**src/rtl/parity_frame_scheduler_if.sv**
```systemverilog
// Requester / serial-frame bundle for parity_frame_scheduler.
// master: the requester side driving req and data words.
// slave : the scheduler.
interface parity_frame_scheduler_if #(
  parameter int DATA_W = 8
);
  logic [1:0]        req;
  logic [DATA_W-1:0] data0;
  logic [DATA_W-1:0] data1;
  logic [1:0]        gnt;
  logic              ser_out;
  logic              ser_valid;
  logic              ser_last;
  logic              busy;

  modport master (
    output req, data0, data1,
    input  gnt, ser_out, ser_valid, ser_last, busy
  );

  modport slave (
    input  req, data0, data1,
    output gnt, ser_out, ser_valid, ser_last, busy
  );
endinterface

```
**src/rtl/parity_frame_scheduler.sv**
```systemverilog
// Two-requester round-robin scheduler that serialises the winning word
// LSB first followed by one parity bit.
//
// state  | meaning
// IDLE   | no frame; waiting for any req bit
// SHIFT  | DATA_W data bits on ser_out, LSB first
// PARITY | single parity bit, ser_last high
//
// Every output is a flop loaded from next-state values, so outputs change
// only on clock edges (or asynchronously to zero on reset).
module parity_frame_scheduler #(
  parameter int DATA_W     = 8,
  parameter bit ODD_PARITY = 1'b0
) (
  input logic                    clk,
  input logic                    reset_n,
  parity_frame_scheduler_if.slave bus
);

  localparam int CW = $clog2(DATA_W);

  typedef enum logic [1:0] {
    IDLE   = 2'd0,
    SHIFT  = 2'd1,
    PARITY = 2'd2
  } state_t;

  state_t            state, state_nx;
  logic [DATA_W-1:0] sreg, sreg_nx;
  logic              acc, acc_nx;
  logic [CW-1:0]     cnt, cnt_nx;
  logic              last_win, last_win_nx;
  logic              win;

  logic [1:0]        gnt_q, gnt_nx;
  logic              ser_out_q, ser_out_nx;
  logic              valid_q, valid_nx;
  logic              last_q, last_nx;
  logic              busy_q, busy_nx;

  // Next-state, datapath and registered-output decode.
  always_comb begin
    state_nx    = state;
    sreg_nx     = sreg;
    acc_nx      = acc;
    cnt_nx      = cnt;
    last_win_nx = last_win;
    gnt_nx      = 2'b00;
    win         = 1'b0;

    case (state)
      IDLE: begin
        if (bus.req != 2'b00) begin
          // On contention the requester that did not win last time goes next.
          win         = (bus.req == 2'b11) ? ~last_win : bus.req[1];
          sreg_nx     = win ? bus.data1 : bus.data0;
          acc_nx      = 1'b0;
          cnt_nx      = '0;
          last_win_nx = win;
          gnt_nx      = win ? 2'b10 : 2'b01;
          state_nx    = SHIFT;
        end
      end
      SHIFT: begin
        sreg_nx = sreg >> 1;
        acc_nx  = acc ^ sreg[0];
        if (cnt == CW'(DATA_W - 1)) begin
          state_nx = PARITY;
        end else begin
          cnt_nx = cnt + 1'b1;
        end
      end
      PARITY: begin
        cnt_nx   = '0;
        state_nx = IDLE;
      end
      default: state_nx = IDLE;
    endcase

    busy_nx  = (state_nx != IDLE);
    valid_nx = (state_nx != IDLE);
    last_nx  = (state_nx == PARITY);
    if (state_nx == SHIFT) begin
      ser_out_nx = sreg_nx[0];
    end else if (state_nx == PARITY) begin
      ser_out_nx = acc_nx ^ ODD_PARITY;
    end else begin
      ser_out_nx = 1'b0;
    end
  end

  // State, datapath and output registers; reset aborts any frame in flight.
  always_ff @(posedge clk or negedge reset_n) begin
    if (!reset_n) begin
      state     <= IDLE;
      sreg      <= '0;
      acc       <= 1'b0;
      cnt       <= '0;
      last_win  <= 1'b1;
      gnt_q     <= 2'b00;
      ser_out_q <= 1'b0;
      valid_q   <= 1'b0;
      last_q    <= 1'b0;
      busy_q    <= 1'b0;
    end else begin
      state     <= state_nx;
      sreg      <= sreg_nx;
      acc       <= acc_nx;
      cnt       <= cnt_nx;
      last_win  <= last_win_nx;
      gnt_q     <= gnt_nx;
      ser_out_q <= ser_out_nx;
      valid_q   <= valid_nx;
      last_q    <= last_nx;
      busy_q    <= busy_nx;
    end
  end

  assign bus.gnt       = gnt_q;
  assign bus.ser_out   = ser_out_q;
  assign bus.ser_valid = valid_q;
  assign bus.ser_last  = last_q;
  assign bus.busy      = busy_q;

endmodule

```
**src/flat_wrapper.sv**
```systemverilog
// flat-port wrapper written by rule: the top's interface ports become plain ports
module parity_frame_scheduler_flat 
#(
  parameter int DATA_W     = 8,
  parameter bit ODD_PARITY = 1'b0
)
  (clk, reset_n, bus_req, bus_data0, bus_data1, bus_gnt, bus_ser_out, bus_ser_valid, bus_ser_last, bus_busy);
  parity_frame_scheduler_if #(.DATA_W(DATA_W)) bus_i ();
  input logic clk;
  input logic reset_n;
  input wire logic [$bits(bus_i.req)-1:0] bus_req;
  input wire logic [$bits(bus_i.data0)-1:0] bus_data0;
  input wire logic [$bits(bus_i.data1)-1:0] bus_data1;
  output wire logic [$bits(bus_i.gnt)-1:0] bus_gnt;
  output wire logic [$bits(bus_i.ser_out)-1:0] bus_ser_out;
  output wire logic [$bits(bus_i.ser_valid)-1:0] bus_ser_valid;
  output wire logic [$bits(bus_i.ser_last)-1:0] bus_ser_last;
  output wire logic [$bits(bus_i.busy)-1:0] bus_busy;
  assign bus_i.req = bus_req;
  assign bus_i.data0 = bus_data0;
  assign bus_i.data1 = bus_data1;
  assign bus_gnt = bus_i.gnt;
  assign bus_ser_out = bus_i.ser_out;
  assign bus_ser_valid = bus_i.ser_valid;
  assign bus_ser_last = bus_i.ser_last;
  assign bus_busy = bus_i.busy;
  parity_frame_scheduler #(.DATA_W(DATA_W), .ODD_PARITY(ODD_PARITY)) u_core (.clk(clk), .reset_n(reset_n), .bus(bus_i));
endmodule
```
**config.mk**
```make
export PLATFORM = sky130hd
export DESIGN_NAME = parity_frame_scheduler_flat
export DESIGN_NICKNAME = d
export VERILOG_FILES = /design/src/rtl/parity_frame_scheduler_if.sv /design/src/rtl/parity_frame_scheduler.sv /design/src/flat_wrapper.sv
export SDC_FILE = /design/constraint.sdc
export NUM_CORES = 1
export LEC_CHECK = 0
export ABC_AREA = 1
export CORE_AREA = 2 2 53 42
export DETAILED_ROUTE_END_ITERATION = 8
export DIE_AREA = 0 0 55 44
export DONT_BUFFER_PORTS = 1
export HOLD_SLACK_MARGIN = 0.02
export PLACE_DENSITY = 0.78
export SLEW_MARGIN = 20
export SYNTH_ARGS = -nofsm -noshare
export SYNTH_HDL_FRONTEND = slang
export SYNTH_SLANG_ARGS = --single-unit
```
**constraint.sdc**
```tcl
create_clock -name clk -period 1.1 [get_ports clk]
set_input_delay 0.33 -clock clk [delete_from_list [all_inputs] [get_ports clk]]
set_output_delay 0.33 -clock clk [all_outputs]
set_load 0.005 [all_outputs]
```
; After elaboration in Yosys (flattened, before gate mapping)
; Index checks and enable logic that the tools add are counted.
[totals]
register_bits = 20
[op_classes]
addsub = 1
eq_ne = 8
muxes = 17
n_bitwise = 2
n_reduce_logical = 8
[op_table]
columns = operator, count
row1 = $mux 8, 2
row2 = $pmux 8 s2, 1
row3 = $mux 2, 5
row4 = $pmux 3 s3, 1
row5 = $eq 2x2->1 const B, 3
row6 = $mux 3, 2
row7 = $reduce_bool 2->1, 3
row8 = $eq 2x1->1 const B, 2
row9 = $mux 1, 4
row10 = $pmux 2 s2, 1
row11 = $reduce_and 2->1, 2
row12 = $add 3x1->3 const B, 1
row13 = $eq 3x3->1 const B, 1
row14 = $reduce_and 3->1, 1
row15 = $reduce_bool 3->1, 1
row16 = $logic_not 2->1, 1
row17 = $ne 2x1->1 const B, 1
row18 = $ne 2x2->1 const B, 1
row19 = $pmux 1 s2, 1
row20 = $not 1->1, 1
row21 = $xor 1x1->1, 1

; Logic depth before layout (Yosys ltp)
; Gate-level depths: netlist of the first run.
[logic_depth]
ltp_word = 6
depth_mapped = 8
mapped_depth_nobuf = 8

; Worst setup path after synthesis of the first run
; OpenSTA, ideal clock, no wires.
[synth_path]
kind = register to register
startpoint = reg u_core.cnt[0]
endpoint = reg u_core.cnt[0]
setup_ns = 0.127
arrival_time_ns = 1.040
t_required_ns = 0.973
slack_ns = -0.067
path_stages_with_launch = 7
path_buffers = 0
synth_period_minus_slack_ns = 1.167
path_cell_list = dfrtp_1 ha_1 ha_1 inv_1 nand2_4 nand3_1 o21ai_0
[synth_via]
elab_chain_len = 3
word_cells_on_any_way = 6
cone_classes = 1 x add/sub / 2 x eq/ne / 2 x mux / 1 x reduce/logical
[synth_rtl]
columns = element, line
row1 = "start, declared", parity_frame_scheduler.sv:31  ; logic [CW-1:0] cnt, cnt_nx;
row2 = "start signal, assigned", parity_frame_scheduler.sv:109  ; cnt <= cnt_nx;
row3 = $add 3x1->3 or $eq 3x3->1 (tied branches), "parity_frame_scheduler.sv:70, parity_frame_scheduler.sv:67"
row4 = $mux 3 or $ne 2x2->1 (tied branches), -
row5 = $pmux 3 s3 or $reduce_and 3->1 (tied branches), -
; Several ways; a longest one is shown, not always the timed one. The select of a mux whose other input is x is not followed.
; A chain may end at the register's enable or synchronous reset.

; Worst setup path after layout of the first run
[layout_path]
startpoint = reg u_core.last_win
endpoint = reg u_core.sreg[6]
[layout_via]
elab_chain_len = 5
[layout_rtl]
columns = element, line
row1 = "start, declared", parity_frame_scheduler.sv:32  ; logic last_win, last_win_nx;
row2 = "start signal, assigned", parity_frame_scheduler.sv:110  ; last_win <= last_win_nx;
row3 = $not 1->1, parity_frame_scheduler.sv:55  ; win = (bus.req == 2'b11) ? ~last_win : bus.req[1];
row4 = $mux 1, parity_frame_scheduler.sv:55
row5 = $mux 8, parity_frame_scheduler.sv:56  ; sreg_nx = win ? bus.data1 : bus.data0;
row6 = $mux 8, parity_frame_scheduler.sv:53  ; if (bus.req != 2'b00) begin
row7 = $pmux 8 s2, parity_frame_scheduler.sv:51  ; case (state)
row8 = "end signal, assigned", parity_frame_scheduler.sv:107  ; sreg <= sreg_nx;
row9 = "end, declared", parity_frame_scheduler.sv:29  ; logic [DATA_W-1:0] sreg, sreg_nx;
; Every way passes these cells. The select of a mux whose other input is x is not followed.

==> impl_metrics.ini, run 1 <==
[synthesis]
seq_area_frac_synth = 0.510
yosys_warnings = 0
synth_top_family_by_area = simple AND/OR/NAND/NOR gates
syn-mean-instance-area_um2 = 8.87
synth_nets = 133
synthMuxAreaShare = 0
synth-compound-area-share = 0.0788
synthSimpleGateAreaFrac = 0.314
syn_inst = 111
synth_xor_area_frac = 0
yosys.cell_types.count = 20
synth_adder_area_share = 0.0254
ys_seq_elements = 20
netlist_area_um2 = 985

[sta]
worstMarginPinSlew_ps = 895
hold_ws_ps = 174
drv_slew = 0
finClkSkew_ps = 19.1
setup_viol_count_final = 12
rsz0062_at_grt = true
fin_crit_ps = 1270
finalCritPeriodShare = 1.15
max_freq_ghz = 0.790
setup_tns_ps = -1110
fin_ws_ps = -166
maxSlewHeadroom = 0.403
hold_viol_final = 0

[cts]
cts_tree = built
htree_levels = 1
clock_insertion_delay_worst_skew_ps = 320
clock_tree.root_cell = clkbuf_4
clkSinkCount = 20
cts_inserted_buffers = 3
path_clk_slew_ps = 120
clock_path_buffers = 2

[cells_and_area]
drive_above_1_share = 0.372
syn_to_final_growth_pct = 29.0
fin_nets = 152
fin_util = 0.659
layoutNonFillerInstCount = 153
diodes = 0

[setup_path]
reg2reg_slack_ps = -170
cpPeakStageDelay_ps = 550
cp-startpoint = u_core.last_win
worstPathMaxFanout = 8
start_kind = register
r2r_cells = 6
required_ps = 1290
rr_endpoint = u_core.sreg[6]
crit_slowest_cell = dfstp_2
path_class = reg2reg
cp_common_cell = nand2_2
cp.arrival_ps = 1450
timing.rr.start = u_core.last_win
endpoint_kind = register
crit_chain = nand2_2, nand2_2, buf_6, inv_6, o211ai_1, nand3_1
cp_num_buf_inv = 2
cp_top_family = flip-flops

[floorplanning]
ioPinCount = 26
row_count = 14
chipHeight_um = 44
die_w_um = 55
core_area_mm2 = 0.00193
die_area_mm2 = 0.00242
initial_utilization = 0.511

[detailed_routing]
wl_met2_um = 1100
drt_iter0_markers = 19
highest_layer = met4
m1WireLength_um = 953
drc = 0
wl_met3_um = 124
routed_wl_um = 2250
routedWlPerCell_um = 14.7
vias_per_cell = 5.35
num_vias = 819
dr.pass1.iters = 4
postRouteAntennaNets = 0

[placement]
place_congestion = 0.740
portBuffers = 0
dp_cells = 143
hpwl_um = 1580

[pwr]
power.total_mw = 3.37
total_leakage_power_nw = 0.607
p_per_area_mw_per_mm2 = 2650
peakVddDrop_mv = 2.07

[global_route]
grt_overflow = 0
grt_pass1_vias = 856
grt_max_degree = 21
grtUsageTotal = 0.210
grt_antenna_before_repair = 0
grt_pass1_wl_um = 3530

[status]
violations = negative setup slack
status = finished with violations

[hold_path]
holdPathEnd = u_core.sreg[4]
hold_depth = 2
min-delay-path-class = in2reg
min_from = bus_data0[4]

[run]
maxCapViolations = 0
==> registers in the layout (all words and copies together), names as in the netlist <==
| name | count |
|---|---|
| u_core.bus.ser_valid | 1 |
| u_core.state | 2 |
| u_core.bus.ser_out | 1 |
| u_core.last_win | 1 |
| u_core.cnt | 3 |
| u_core.bus.ser_last | 1 |
| u_core.sreg | 8 |
| u_core.acc | 1 |
| u_core.bus.gnt | 2 |
==> power by group <==
group	internal (mW)	switching, mW	leakage, nW	total, mW
combinational	0.706	0.818	0.331	1.52
clock	0.369	0.236	0.0279	0.605
sequential	1.04	0.200	0.248	1.24
total	2.12	1.25	0.607	3.37
==> layout make-up <==
| class | count | area [um2] |
|---|---|---|
| Clock inverter | 1 | 30.0 |
| Tap cell | 24 | 30.0 |
| Sequential cell | 20 | 502 |
| Fill cell | 148 | 657 |
| Timing Repair Buffer | 16 | 133 |
| Inverter | 11 | 56.3 |
| Clock buffer | 3 | 22.5 |
| Multi-Input combinational cell | 78 | 497 |
==> cell usage after synthesis <==
library cell | instances | area, um2
o211ai_1 | 6 | 45.0
nand2_4 | 1 | 11.3
nand2_2 | 2 | 12.5
nand3_1 | 14 | 70.1
inv_1 | 8 | 30.0
ha_1 | 2 | 25.0
buf_4 | 1 | 7.51
nand3_2 | 2 | 20.0
nand2_1 | 28 | 105
o21bai_1 | 1 | 7.51
buf_6 | 2 | 22.5
inv_2 | 3 | 11.3
nor2_4 | 2 | 22.5
dfstp_2 | 1 | 26.3
o21ai_1 | 1 | 5.00
or2_1 | 5 | 31.3
dfrtp_1 | 19 | 475
o21ai_0 | 4 | 20.0
or2_2 | 1 | 6.26
nor2_1 | 8 | 30.0
==> cells in the final DEF, fill, tap and decap left out <==
cell type        n
or2_2            1
nor2_4           2
bufinv_16        1
buf_6            2
nand2_8          1
dfstp_2          1
or2_1            5
dlymetal6s4s_1   1
nand2_1         23
o211ai_1         6
ha_4             1
ha_2             1
inv_1            5
nand2_2          4
nand3_2          7
o21ai_0          3
o21bai_1         1
clkbuf_4         3
nand3_1          9
inv_2            3
nor2_1           7
nor2_2           2
o21ai_1          2
nand2_4          3
buf_4           13
inv_6            3
dfrtp_1         19
==> stage by stage <==
step	setup WS (ps)	cell area (um2)
after detailed placement	-199	1080
after floorplan	-43.5	995
after CTS	-159	1230
final	-166	1270
after global routing	-231	1270
after global placement	-151	1080
==> layer usage <==
layer / GRT usage / vias up
met5: 0 / -
met3: 0.0759 / 8
met4: 0.0976 / 0
li1: - / 398
met1: 0.240 / 389
met2: 0.345 / 24
==> logic make-up after synthesis <==
kind of cell	after synthesis
simple gates	63
buf+inv	14
compound gates	12
fa+ha+maj	2
flops	20
==> how the worst max path moves through the flow <==
stage | to | depth (start not counted) | slack, ps
after floorplan | u_core.sreg[1] | 6 | -40
after global placement | u_core.sreg[2] | 6 | -150
after detailed placement | u_core.sreg[2] | 6 | -200
after CTS | u_core.sreg[6] | 6 | -160
after global routing | u_core.sreg[6] | 6 | -230
final | u_core.sreg[6] | 6 | -170
==> repair_timing <==
action | in CTS | in global routing
hold endpoints to repair | 20 | 0
setup buffers | 1 | 3
pin swaps | 10 | 7
cloned | 1 | 0
endpoints found under the setup margin | 14 | 38
hold buffers | 1 | 0
resized for setup | 18 | 8
Power figures use the tool's default switching activity.
==> run 2, diff against run 1 <==
CAP_MARGIN = 5   (was default)
MAX_ROUTING_LAYER = met4   (was default)
==> run 2 against run 1 <==
Compared with the run above: the run still ends with negative setup slack left; maximum frequency down 0.37%; register-to-register slack about the same; via count up 0.24%; critical path type unchanged; critical endpoint unchanged; largest power group unchanged; highest routed layer unchanged.
==> impl_metrics.ini, run 2 (synthesis results as in run 1) <==
[status]
status = finished with violations
violations = negative setup slack

[pwr]
clkPwrFrac = 0.180
switchingPower_mw = 1.26
intPower_mw = 2.12
share_seq_of_total_power = 0.368
total_leakage_power_nw = 0.607
combPwrFrac = 0.452
p_per_area_mw_per_mm2 = 2650
p_sw_frac = 0.372
peakVddDrop_mv = 2.07
power.total_mw = 3.37

[floorplanning]
die_area_mm2 = 0.00242
row_count = 14
core_area_mm2 = 0.00193
ioPinCount = 26
initial_utilization = 0.511
die_w_um = 55
chipHeight_um = 44

[global_route]
top_usage_layer = met2
grt_overflow = 0
grt_pass1_wl_um = 3540
gr-usage-met1 = 0.240
grtUsageTotal = 0.216
met3_usage = 0.0759
gr-usage-met2 = 0.345
grt_max_degree = 21
grt_antenna_before_repair = 0
grt_pass1_vias = 855

[cts]
clock_path_buffers = 2
clock_insertion_delay_worst_skew_ps = 320
cts_tree = built
path_clk_slew_ps = 120
clkSinkCount = 20
clock_tree.root_cell = clkbuf_4
cts_inserted_buffers = 3
htree_levels = 1

[cells_and_area]
syn_to_final_growth_pct = 29.0
largestRegisters = u_core.sreg x8, u_core.cnt x3
diodes = 0
drive_above_1_share = 0.372
layout_commonest_cell = nand2_1
fin_nets = 152
largest_reg_flops = 8
top_register = u_core.sreg
layoutNonFillerInstCount = 153
final_cell_mix = nand2_1, dfrtp_1, buf_4, nand3_1

[detailed_routing]
vias_per_cell = 5.37
routed_wl_um = 2250
dr.pass1.iters = 4
routedWlPerCell_um = 14.7
drt_iter0_markers = 23
num_vias = 821
postRouteAntennaNets = 0
drc = 0

[run]
maxCapViolations = 0

[setup_path]
endpoint_kind = register
rr_endpoint = u_core.sreg[6]
r2r_cells = 6
reg2reg_slack_ps = -170
worstPathMaxFanout = 8
timing.rr.start = u_core.last_win
start_kind = register
cp.arrival_ps = 1460
required_ps = 1290
path_class = reg2reg

[placement]
hpwl_um = 1580
portBuffers = 0
dp_cells = 143
place_congestion = 0.749

[sta]
drv_slew = 0
fin_ws_ps = -171
finClkSkew_ps = 19.1
max_freq_ghz = 0.787
maxSlewHeadroom = 0.403
setup_viol_count_final = 12
fin_crit_ps = 1270
worstMarginPinSlew_ps = 895
finalCritPeriodShare = 1.16
hold_viol_final = 0
hold_ws_ps = 173
rsz0062_at_grt = true

[hold_path]
min-delay-path-class = in2reg
hold_depth = 2
holdPathEnd = u_core.sreg[4]
min_from = bus_data0[4]
run 2: cell counts in the layout (fill, tap and decap cells not counted):
Identical to the previous run, type by type.
run 2: layout make-up:
| class | count | area, um2 |
|---|---|---|
| fill | 148 | 657 |
| sequential | 20 | 502 |
| multi-input combinational | 78 | 497 |
| timing repair buffer | 16 | 133 |
| inverter | 11 | 56.3 |
| clock inverter | 1 | 30.0 |
| tap | 24 | 30.0 |
| clock buffer | 3 | 22.5 |
run 2: what timing repair did:
item	4_1_cts	5_1_grt
setup buffers	1	3
pin swaps	10	7
setup endpoints to repair	14	38
hold endpoints to repair	20	0
cloned	1	0
hold buffers	1	0
resized for setup	18	8
run 2: worst max path at each step:
stage / startpoint / end / cells after the start
floorplan: u_core.last_win / u_core.sreg[1] / 6
global placement: u_core.last_win / u_core.sreg[2] / 6
detailed placement: u_core.last_win / u_core.sreg[2] / 6
CTS: u_core.last_win / u_core.sreg[6] / 6
global route: u_core.last_win / u_core.sreg[6] / 6
finish: u_core.last_win / u_core.sreg[6] / 6
run 2: power groups by stage:
| stage | Sequential [mW] | Clock (mW) | Combinational [mW] |
|---|---|---|---|
| 2_1_floorplan | 1.18 | 0 | 0.847 |
| 3_3_place_gp | 1.21 | 0 | 1.08 |
| 3_5_place_dp | 1.23 | 0 | 1.14 |
| 4_1_cts | 1.23 | 0.612 | 1.40 |
| 5_1_grt | 1.27 | 0.658 | 1.70 |
| 6_report | 1.24 | 0.605 | 1.52 |
run 2: per-layer routing:
metal | up-vias | part of all wire
li1 | 398 | -
met1 | 390 | 0.43
met2 | 24 | 0.49
met3 | 9 | 0.055
met4 | 0 | 0.029
met5 | - | 0
run 2: metrics by stage:
| stage | cell area (um2) | setup TNS [ps] | worst slack (ps) | utilization |
|---|---|---|---|---|
| 5_1_grt | 1270 | -1910 | -231 | 0.659 |
| 2_1_floorplan | 995 | -298 | -43.5 | - |
| 3_3_place_gp | 1080 | -966 | -151 | 0.559 |
| 4_1_cts | 1230 | -3190 | -159 | 0.637 |
| 3_5_place_dp | 1080 | -1610 | -199 | 0.559 |
| 6_report | 1270 | -1140 | -171 | 0.659 |
run 2: critical path, stage by stage, from the launching register on:
cell and delay [ps]:
dfstp_2 550, nand2_2 60, nand2_2 100, buf_6 140, inv_6 50, o211ai_1 170, nand3_1 100
==> run 3, diff against run 2 <==
SETUP_SLACK_MARGIN = 0.5   (was default)
==> run 3 against run 2 <==
Compared with the run above: via count grew 1.8%; the run ends with negative hold slack, negative setup slack left; hold slack worse by 470 ps; wire length grew 9.6%; maximum frequency increased by 0.10%; largest power group unchanged.
==> impl_metrics.ini, run 3 (synthesis results as in run 1) <==
[cells_and_area]
fillCellCount = 133
seqCellArea_um2 = 502
largest_reg_flops = 8
drive_above_1_share = 0.433
final_cell_mix = nand2_1, dfrtp_1, nand3_1, buf_4, buf_6
top_register = u_core.sreg
layout_commonest_cell = nand2_1
syn_to_final_growth_pct = 39.3
fin_nets = 157
largestRegisters = u_core.sreg x8, u_core.cnt x3
multi_input_area_um2 = 539
diodes = 0

[placement]
post-place-ws_ps = -155
hpwl_um = 1570
place_congestion = 0.785
portBuffers = 0

[floorplanning]
core_area_mm2 = 0.00193
initial_utilization = 0.511
row_count = 14
ioPinCount = 26
die_w_um = 55
chipHeight_um = 44
die_area_mm2 = 0.00242

[status]
status = finished with violations
violations = negative hold slack, negative setup slack

[detailed_routing]
dr.pass1.iters = 4
vias_per_cell = 5.29
drt_iter0_markers = 15
num_vias = 836
postRouteAntennaNets = 0
routedWlPerCell_um = 15.6
routed_wl_um = 2460
drc = 0

[cts]
cts_tree = built
clkSinkCount = 20
clock_tree.root_cell = clkbuf_4
clock_insertion_delay_worst_skew_ps = 300
cts_inserted_buffers = 3
path_clk_slew_ps = 110
htree_levels = 1
clock_path_buffers = 2

[sta]
max_freq_ghz = 0.788
hold_ws_ps = -298
finClkSkew_ps = 8.43
setup_viol_count_final = 15
hold_viol_final = 20
fin_crit_ps = 1270
fin_ws_ps = -170
maxSlewHeadroom = 0.830
finalCritPeriodShare = 1.15
rsz0062_at_grt = true
worstMarginPinSlew_ps = 254
drv_slew = 0

[setup_path]
cp_num_buf_inv = 2
worstPathMaxFanout = 5
path_class = reg2reg
crit_slowest_cell = dfrtp_1
cpPeakStageDelay_ps = 420
crit_cells = 7
cp_top_family = simple AND/OR/NAND/NOR gates
r2r_cells = 7
cp_common_cell = nand2_1
crit_chain = inv_2, nand2_2, nor2_4, buf_6, nor2_2, nand2_1, nand2_1
start_kind = register
endpoint_kind = register
cp.arrival_ps = 1480
required_ps = 1310

[global_route]
grt_antenna_before_repair = 0
grt_pass1_vias = 752
grt_pass1_wl_um = 3530
grtUsageTotal = 0.215
grt_overflow = 0
grt_max_degree = 21

[pwr]
power.total_mw = 3.49
p_per_area_mw_per_mm2 = 2540
peakVddDrop_mv = 1.76
total_leakage_power_nw = 0.637

[hold_path]
min-delay-path-class = in2async

[run]
maxCapViolations = 0
==> run 3: final timing paths <==
kind,start,endpoint,slack [ps]
worst max-delay path,u_core.state[1],u_core.bus.ser_out,-170
worst min-delay path,reset_n,u_core.bus.ser_out,-300
worst max register to register,u_core.state[1],u_core.bus.ser_out,-170
worst min register to register,u_core.last_win,u_core.last_win,490
max in group asynchronous,reset_n,u_core.last_win,1220
min in group clk,bus_data0[4],u_core.sreg[4],180
==> run 3: layout make-up <==
type,instances,area share
clock buffer,4,0.0192
inverter,11,0.0429
sequential,20,0.366
tap,24,0.0219
multi-input combinational,77,0.393
timing repair buffer,22,0.157
==> run 3: worst reg2reg max path, stage by stage, from the launching register on <==
cell and delay [ps]:
dfrtp_1 420, inv_2 130, nand2_2 110, nor2_4 230, buf_6 140, nor2_2 30
nand2_1 70, nand2_1 60
==> run 3: what timing repair did <==
action / in CTS / in global routing
pin swaps: 17 / 11
gates resized for setup: 17 / 23
setup endpoints to repair: 26 / 26
setup buffers: 4 / 5
hold endpoints to repair: 20 / 20
==> run 3: power breakdown <==
part	leakage (nW)	internal [mW]	switching, mW
registers	0.248	1.04	0.191
logic	0.374	0.914	0.980
clock network	0.0150	0.141	0.219
==> run 3: layer usage <==
layer  vias up  global-route usage  wire (um)
li1        405                   -          -
met1       399               0.305       1070
met2        23               0.298       1230
met3         9              0.0862        112
met4         0              0.0293         59
met5         -                   -          0
==> run 3: metrics by stage <==
step | utilization | TNS [ps] | std cells | hold slack [ps] | area [um2]
after floorplan | - | -297 | 111 | 34.4 | 1020
final | 0.712 | -1670 | 158 | -298 | 1370
after global placement | 0.585 | -699 | 145 | 35.0 | 1130
after global routing | 0.712 | -2440 | 158 | -324 | 1370
after detailed placement | 0.585 | -1140 | 145 | 34.8 | 1130
after CTS | 0.645 | -1130 | 153 | -297 | 1240
